File: src/rtl/shift_chain_tx.sv
// -----------------------------------------------------------------------------
// shift_chain_tx
//
// Serialises a WIDTH-bit parallel word into a downstream chain of 74HC194-style
// universal shift registers. The block drives the chain's serial input (DS)
// and its mode pins (S), then pulses done once every bit has been shifted in.
// When the transfer ends the chain holds the word unmodified.
//
// Parameters
//   WIDTH  word length in bits and length of the downstream chain (2..32)
//
// Ports
//   CP     in   clock, all state changes on its rising edge
//   CR_n   in   synchronous active-low reset; also forces S=00 while low
//   D      in   [WIDTH-1:0] parallel word, captured on acceptance
//   load   in   transfer request, accepted when load && ready at a CP edge
//   dir    in   0 = right shift (LSB first), 1 = left shift (MSB first)
//   ready  out  idle and able to accept a word
//   DS     out  serial data for the chain
//   S      out  [1:0] chain mode: 00 hold, 01 shift right, 10 shift left
//   done   out  one-cycle pulse after the last shift
//
// Build option
//   SHIFT_CHAIN_TX_PARITY_EN  when defined, a PAR cycle follows the data bits
//                             and shifts the even parity (XOR) of the word
//                             into the chain; done moves one cycle later.
// -----------------------------------------------------------------------------
module shift_chain_tx #(
    parameter int WIDTH = 8
) (
    input  logic             CP,
    input  logic             CR_n,
    input  logic [WIDTH-1:0] D,
    input  logic             load,
    input  logic             dir,
    output logic             ready,
    output logic             DS,
    output logic [1:0]       S,
    output logic             done
);

    localparam int CW = $clog2(WIDTH);

    localparam logic [1:0] ST_IDLE  = 2'd0;
    localparam logic [1:0] ST_SHIFT = 2'd1;
    localparam logic [1:0] ST_DONE  = 2'd2;
`ifdef SHIFT_CHAIN_TX_PARITY_EN
    localparam logic [1:0] ST_PAR   = 2'd3;
`endif

    localparam logic [1:0] MODE_HOLD = 2'b00;
    localparam logic [1:0] MODE_SR   = 2'b01;
    localparam logic [1:0] MODE_SL   = 2'b10;

    logic [1:0]       state;
    logic [CW-1:0]    bit_cnt;
    logic [WIDTH-1:0] word;
    logic             dir_q;
    logic [1:0]       s_q;
    logic             ds_q;
    logic             done_q;
    logic             ready_q;

    logic [CW-1:0]    next_idx;
    logic             next_bit;

    // DS is registered, so the bit for the following cycle is selected one
    // cycle ahead: index bit_cnt+1 counted from the LSB (dir=0) or MSB (dir=1).
    always_comb begin
        next_idx = bit_cnt + CW'(1);
        next_bit = dir_q ? word[CW'(WIDTH-1) - next_idx] : word[next_idx];
    end

    // NOTE: state registers use non-blocking assignments so every register
    // samples the pre-edge values, independent of statement order.
    always_ff @(posedge CP) begin
        if (!CR_n) begin
            // NOTE: the captured word is cleared on reset as well, so the
            // block comes out of reset in a fully defined state.
            state   <= ST_IDLE;
            bit_cnt <= '0;
            word    <= '0;
            dir_q   <= 1'b0;
            s_q     <= MODE_HOLD;
            ds_q    <= 1'b0;
            done_q  <= 1'b0;
            ready_q <= 1'b1;
        end else begin
            case (state)
                ST_IDLE: begin
                    if (load) begin
                        // First bit goes out in the very first SHIFT cycle so
                        // the chain's first sampling edge already sees it.
                        word    <= D;
                        dir_q   <= dir;
                        bit_cnt <= '0;
                        ds_q    <= dir ? D[WIDTH-1] : D[0];
                        s_q     <= dir ? MODE_SL : MODE_SR;
                        ready_q <= 1'b0;
                        state   <= ST_SHIFT;
                    end
                end

                ST_SHIFT: begin
                    if (bit_cnt == CW'(WIDTH-1)) begin
`ifdef SHIFT_CHAIN_TX_PARITY_EN
                        // Mode stays as is: the chain takes one more shift.
                        ds_q  <= ^word;
                        state <= ST_PAR;
`else
                        s_q    <= MODE_HOLD;
                        ds_q   <= 1'b0;
                        done_q <= 1'b1;
                        state  <= ST_DONE;
`endif
                    end else begin
                        bit_cnt <= next_idx;
                        ds_q    <= next_bit;
                    end
                end

`ifdef SHIFT_CHAIN_TX_PARITY_EN
                ST_PAR: begin
                    s_q    <= MODE_HOLD;
                    ds_q   <= 1'b0;
                    done_q <= 1'b1;
                    state  <= ST_DONE;
                end
`endif

                ST_DONE: begin
                    done_q  <= 1'b0;
                    ready_q <= 1'b1;
                    state   <= ST_IDLE;
                end

                default: begin
                    s_q     <= MODE_HOLD;
                    ds_q    <= 1'b0;
                    done_q  <= 1'b0;
                    ready_q <= 1'b1;
                    state   <= ST_IDLE;
                end
            endcase
        end
    end

    // The chain must hold while reset is asserted, before the reset edge.
    assign S     = CR_n ? s_q : MODE_HOLD;
    assign DS    = ds_q;
    assign done  = done_q;
    assign ready = ready_q;

endmodule

File: config.mk
export PLATFORM = sky130hd
export DESIGN_NAME = shift_chain_tx
export DESIGN_NICKNAME = d
export VERILOG_FILES = /design/src/rtl/shift_chain_tx.sv
export SDC_FILE = /design/constraint.sdc
export NUM_CORES = 1
export LEC_CHECK = 0
export ABC_CLOCK_PERIOD_IN_PS = 4400
export CORE_ASPECT_RATIO = 1.5
export CORE_MARGIN = 1
export CORE_UTILIZATION = 45
export DETAILED_ROUTE_END_ITERATION = 6
export GPL_ROUTABILITY_DRIVEN = 0
export PLACE_DENSITY = 0.81
export SLEW_MARGIN = 20
export SYNTH_ARGS = -nofsm -noshare
export SYNTH_HDL_FRONTEND = slang
export SYNTH_SLANG_ARGS = --single-unit
File: constraint.sdc
create_clock -name CP -period 4.4 [get_ports CP]
set_input_delay 1.1 -clock CP [delete_from_list [all_inputs] [get_ports CP]]
set_output_delay 1.1 -clock CP [all_outputs]
set_load 0.03 [all_outputs]
==> reports/results.txt, run 1 <==
Detailed placement finished with a half-perimeter wire length of 1.411 mm. For this block, the via count after detailed routing is 768. TritonCTS built the clock tree. Counting flops and latches in the post-synthesis netlist gives 19. For the initial core utilization, the log shows 48.98%.

Dividing the detail-routed via count by the number of cells gives 5.525. After filler insertion, the fill cell instance count of the layout stands at 194. Of the cells placed in the final design, the portion with a size suffix greater than 1 is 11.11%. In this run the static leakage power is 0.0004512 µW.

Summing all flip-flop and latch instances after layout gives 380.4 µm². The mean instance size in the synthesized netlist came out at 10.07 µm². The top cell type by area accounts for 37.39% of the synthesized area.

The tools report the global routing met3 resource utilization as 2.230%. Counting flops with an async set or reset pin after synthesis yields a share of 0%. The pin count of the biggest net entering global routing is 18.

The final critical path takes up 79.17% of the cycle. In the global route stage, overall resource usage came out at 19.42%. When the netlist entered floorplanning its net count stood at 115. Counting every instance in the synthesized netlist gives 101.

At the later pin of the worst-skew pair, clock insertion delay measures 0.31 ns. Setup repair after global routing left no endpoint under its margin. Sum of negative setup slack: 0 ns. The setup path with the least slack is of type in -> out. Headroom to the max-slew limit came out at 63.69%. The maximum fanout along the worst path is 3. The worst clock skew was 0.004921 ns. For the count of pins over their slew limit, the log shows 0.

The routed length per placed instance was 13.50 µm. The run gives 0 as the final global-route overflow total. The die outline width is 40.82 µm, and the via count of the first global-routing pass is 775. STA puts the critical path data required time at 3.30 ns. Ranked by total cell area, the synthesized netlist is headed by dfxtp_1, mux2i_1, nor2b_1, mux4_2, nor2_1.

For this run, the number of standard cells in the final layout without fillers is 139. The number of antenna violations at the first check in global routing came out at 0. The share of the Yosys chip area taken by registers is 37.39%.

Once the clock tree was built, the resizer swapped 0 gates to a different size. The netlist area before placement is 0.001017 mm², and the clock transition time at the flip-flop clock pins of the worst setup and hold paths is 0.11 ns. In the global route stage, met1 resource usage came out at 22.72%. The area of the multi-input gates was 589.3 µm²; the full die area was 0.002459 mm². The number of cells on the worst hold path works out to 2. The met2 routing resource usage after global routing was 31.70%; the power per cell area was 293.3 mW/mm². Number of failing hold endpoints at the final stage: 0.

The global-route wire length before repair came out at 3.236 mm. Area growth from synthesis to final layout: 17.59%. In this run, CTS created clock tree buffers numbering 3. The worst-margin pin slew was 0.5447 ns; the final antenna-violating net count was 0.

Sort of element at the end of the critical path: an output pin. The flow ran to the end, and the final reports show no timing, DRC or antenna violations. After clock tree synthesis, the setup repair step added 0 buffers.

For this run, the number of Yosys warnings is 0. The number of antenna diodes is 0. Summed over all layers, the routed wires come to 1.877 mm. For this run, design rule violations remaining after detail routing come to 0.

Dominant synthesized flop cell: dfxtp_1. The core region is 0.002077 mm². In this run, synthesis inferred 0 flip-flops with an integrated enable. For the number of detailed-routing iterations run before antenna repair, the log shows 4. For the finished layout, the period the worst path requires is 3.483 ns. The depth of the most critical reg-to-reg path works out to 6. In this run, the number of DRC markers left after iteration 0 of detailed routing was 16. In the layout the commonest cells are dfxtp_1, clkdlybuf4s50_1, mux2i_1. The tools report the total of hold buffers inserted after clock tree synthesis as 0. The busiest layer in global routing was met2. Measured along the y axis, the die boundary spans 60.23 µm.

For the number of max-cap violations, the log shows 0. No sink is reached through more buffers than the 2 on the longest clock path. The number of top-level design ports was 17. Of all cell types, the one taking the most synthesized area is dfxtp_1. The cell sitting at the root of the clock tree is a clkbuf_4.

In this run the worst hold path is classified as reg -> reg. The placed instance count was 135. For this run, the post-layout net count is 132. The data arrival time of the worst path came out at 2.38 ns. The tools report the peak ir drop on the vdd network as 152.9 µV. Clock tree synthesis found a total of 19 sinks.

The number of H-tree levels came out at 1. The setup-violating endpoint count in the final report is 0. STA classifies the critical path startpoint as a primary input.

In this run, distinct cell masters in the synthesized netlist total 38. The floorplan has 20 rows. The run gives 287.1 MHz as the upper clock frequency limit. The number of buffers inserted by port buffering is 16.

The library cell used most frequently in the layout, excluding fill and tap cells, is dfxtp_1.
## flip-flops by register name, indices dropped and copies added, names as in the netlist
| register | cells |
|---|---|
| s_q | 2 |
| dir_q | 1 |
| word | 8 |
| state | 2 |
| bit_cnt | 3 |
| ready | 1 |
| done | 1 |
| DS | 1 |
## metrics by stage
| stage | setup WS [ns] | util [%] | power, µW | hold WS [ns] | instance area, µm² |
|---|---|---|---|---|---|
| detailed placement | 0.9090 | 56.27 | 262.1 | 0.4627 | 1169 |
| CTS | 0.9060 | 57.59 | 351.2 | 0.4928 | 1196 |
| finish | 0.9166 | 57.59 | 350.8 | 0.4860 | 1196 |
| global route | 0.8695 | 57.59 | 363.6 | 0.5101 | 1196 |
| global placement | 0.9281 | 56.27 | 259.2 | 0.4468 | 1169 |
| floorplan | 1.687 | - | 239.3 | 0.4521 | 1017 |
## cells in the mapped netlist (2+ instances only)
master and instances:
a21oi_1 3, a22o_1 2, a22oi_1 2, and2_1 4, buf_4 2, dfxtp_1 19
ha_1 2, mux2i_1 14, mux4_2 2, nand2_1 4, nor2_1 9, nor2b_1 12
## worst paths after layout
| kind | from | to | slack [ns] |
|---|---|---|---|
| worst min register to register | done | done | 0.49 |
| worst max-delay path | CR_n | S[0] | 0.92 |
| worst max register to register | bit_cnt[0] | DS | 2.15 |
| worst min-delay path | done | done | 0.49 |
## area by class of cell
cell class                      instances  share of cell area, %
Clock buffer                            3                  1.883
Clock inverter                          1                 0.4184
Inverter                                1                 0.3138
Multi-Input combinational cell         76                  49.27
Sequential cell                        19                  31.80
Tap cell                               22                  2.301
Timing Repair Buffer                   17                  14.02
## worst max-delay path, cell delays in order
cell	delay, ns
clkdlybuf4s50_1	0.49
and2_1	0.13
clkdlybuf4s50_1	0.66
## power breakdown
group	leakage [µW]	internal, µW	switching [µW]
Combinational	0.000278	36.7	29.5
Clock	0.0000177	34.1	59.0
Sequential	0.000156	182	9.75
Total	0.000451	253	98.2
## cell families after synthesis
family | after synthesis | synth area share, %
AO/OA/AOI/OAI | 20 | 15.87
adder cells (fa/ha/maj) | 2 | 2.460
buffers and inverters | 6 | 4.673
flip-flops | 19 | 37.39
multiplexers | 16 | 18.20
AND/OR/NAND/NOR | 38 | 21.40
## metal layers
layer,share of wire [%],up-vias
li1,-,393
met1,44,353
met2,50,17
met3,3.0,5
met4,2.7,0
met5,0,-
(Power assumes the default switching activity.)
==> run 2: changes to the inputs <==
ABC_CLOCK_PERIOD_IN_PS = 3040   (was 4400)
PLACE_DENSITY = 0.84   (was 0.81)
clock period = 3.04 ns   (was 4.4 ns; I/O delays follow)
==> reports/results.txt, run 2 (synthesized netlist as in run 1, its figures left out) <==
The flow ran to the end, and the final reports show no timing, DRC or antenna violations. The library cell used most frequently in the layout, excluding fill and tap cells, is dfxtp_1. For the area of placed instances, the log shows 0.001164 mm².

The run gives 17.40% as the overall fraction of global-route tracks in use. The classification of the worst setup path is in -> out. For the initial core utilization, the log shows 48.98%. Vertical die dimension: 60.23 µm.

The tightest min-delay check is of the reg -> reg type. The number of clock buffers added by TritonCTS is 3. The setup slack of the critical path after layout was 0.7238 ns. Slowest cell on the critical path: clkdlybuf4s50_1. With fillers left out, the area of the finished cells amounts to 0.001191 mm².

For this run the aggregate overflow at the end of global routing stands at 0. The worst-skew pair later-pin latency was 0.30 ns. Clock-pin slew was measured on the worst setup and hold paths at 0.11 ns. In this run the static leakage power is 0.0004551 µW. The worst setup path is launched from a primary input. During I/O placement, the number of pins put on the boundary was 17. The maximum clock insertion buffer count is 2. Buffers inserted to repair hold after CTS numbered 0.

Setup repair after global routing left no endpoint under its margin. In the final layout, the share of cells above drive strength 1 is 12.82%. In the final routed layout, each cell accounts on average for 13.37 µm. The register with the most flip-flops in the layout has 8 of them.

The number of violations reported at the end of detailed-routing iteration 0 is 17, and the area growth from synthesis to final layout is 17.10%. On the worst path, the slowest cell contributes a delay of 0.50 ns. Of the available clock period, the critical path in the final layout requires 76.19%. Fill cells in the final layout number 188. The number of buffers inserted by port buffering is 16, and the number of max-cap violations is 0.

The pre-antenna-repair detailed-routing pass consisted of 4 iterations. TritonCTS built the clock tree. The worst setup path is captured at an output pin. The area of the core was 0.002077 mm². Entering global routing, the biggest net connects 18 pins. Summed over all layers, the routed wires come to 1.858 mm. The full die area is 0.002459 mm². In this run the horizontal extent of the chip is 40.82 µm. The worst clock skew is 0.007135 ns. The count of unresolved DRC violations after routing was 0. 0 antenna diodes ended up in the layout. CTS placed an instance of clkbuf_4 at the clock tree root.

word holds more flip-flops than any other register. At the end of the flow, the number of nets in the layout was 132. The tools report the number of antenna violations at the first check in global routing as 0. Post-CTS resize count: 0.

The tools report the via count of the routed design as 789. The first global-routing pass estimated 2.953 mm of wire. Subtracting the final worst setup slack from the clock period gives 2.316 ns.

The initialized floorplan defines 20 standard-cell rows. The via count of the first global-routing pass came out at 739. Leaving out fill and tap cells, the most frequent cells in the layout are dfxtp_1, mux2i_1, clkdlybuf4s50_1.

Before CTS, the worst setup slack after placement is 0.5733 ns. The tools report the number of failing hold endpoints at the final stage as 0. The final antenna-violating net count was 0; the worst-margin pin slew was 0.5535 ns. Buffers plus inverters on the worst setup path: 2. The setup-violating endpoint count in the final report came out at 0.

The tools report the upper clock frequency limit as 431.7 MHz. At the worst endpoint, the arrival time is 1.56 ns. Walking the worst path, the cells encountered are clkdlybuf4s50_1 -> and2_1 -> buf_4. The post-CTS repair timing setup buffer count was 0. Among cell families on the critical path, the largest total delay comes from buffers and inverters.

Setup total negative slack on the finished layout was measured at 0 ns. The tools report the half-perimeter wire length after detailed placement as 1.376 mm. The count of pins over their slew limit was 0. Using the TritonRoute via totals, the vias-per-cell ratio works out to 5.676. The data required time at the worst endpoint is 2.28 ns, and the maximum fanout along the worst path is 3. For this design the ratio of total power to cell area is 420.9 mW/mm². The largest registers in the layout are word (8), bit_cnt (3).

Across the VDD grid, the largest voltage drop is 220.3 µV. In this run the tightest slew margin relative to its limit is 63.10%. The total number of clock tree sinks came out at 19.

The number of H-tree levels was 1.
==> run 2: cell count changes in the layout (fill, tap and decap cells not counted), sizes merged <==
cell,before,now
buf,1,3
clkdlybuf4s50,16,14
==> run 2: through the flow <==
stage | power [µW] | hold WS [ns] | instances | util [%]
6_report | 501.3 | 0.4849 | 139 | 57.35
3_5_place_dp | 377.8 | 0.4706 | 135 | 56.02
4_1_cts | 503.6 | 0.4915 | 139 | 57.35
2_1_floorplan | 346.3 | 0.4521 | 101 | -
3_3_place_gp | 374.9 | 0.4463 | 135 | 56.02
5_1_grt | 524.5 | 0.5219 | 139 | 57.35
==> run 2: path summary, 6_finish.rpt <==
path / slack [ns] / cells past startpoint / start / endpoint
worst max-delay path: 0.72 / 3 / CR_n / S[1]
worst min-delay path: 0.48 / 2 / done / done
worst max register to register: 0.81 / 6 / bit_cnt[0] / DS
worst min register to register: 0.48 / 2 / done / done
==> run 2: where the power goes <==
part           internal (µW)  total, µW  switching (µW)
Clock                   49.0        129            79.8
Combinational           52.7       95.5            42.8
Sequential               263        277            13.7
Total                    365        501             136
==> run 2: area by class of cell <==
class	count	area, µm²	share of cell area [%]
Clock inverter	1	5.005	0.4202
Multi-Input combinational cell	76	589.3	49.47
Inverter	1	3.754	0.3151
Tap cell	22	27.53	2.311
Clock buffer	3	22.52	1.891
Timing Repair Buffer	17	162.7	13.66
Sequential cell	19	380.4	31.93
==> run 2: layer usage <==
layer  vias to the layer above  routed length, µm  part of all wire (%)  track usage, %
met3                         4                 63                   3.4           2.230
met5                         -                  0                     0               0
li1                        396                  -                     -               -
met4                         0                 30                   1.6           8.571
met1                       370                814                    44           18.93
met2                        19                950                    51           30.58
==> run 2: worst register-to-register path: cells and delay by family, from the launching register on <==
kind	cells	cell delay (ns)
mux	1	0.54
fa+ha+maj	2	0.72
flops	1	0.40
compound gates	3	0.47
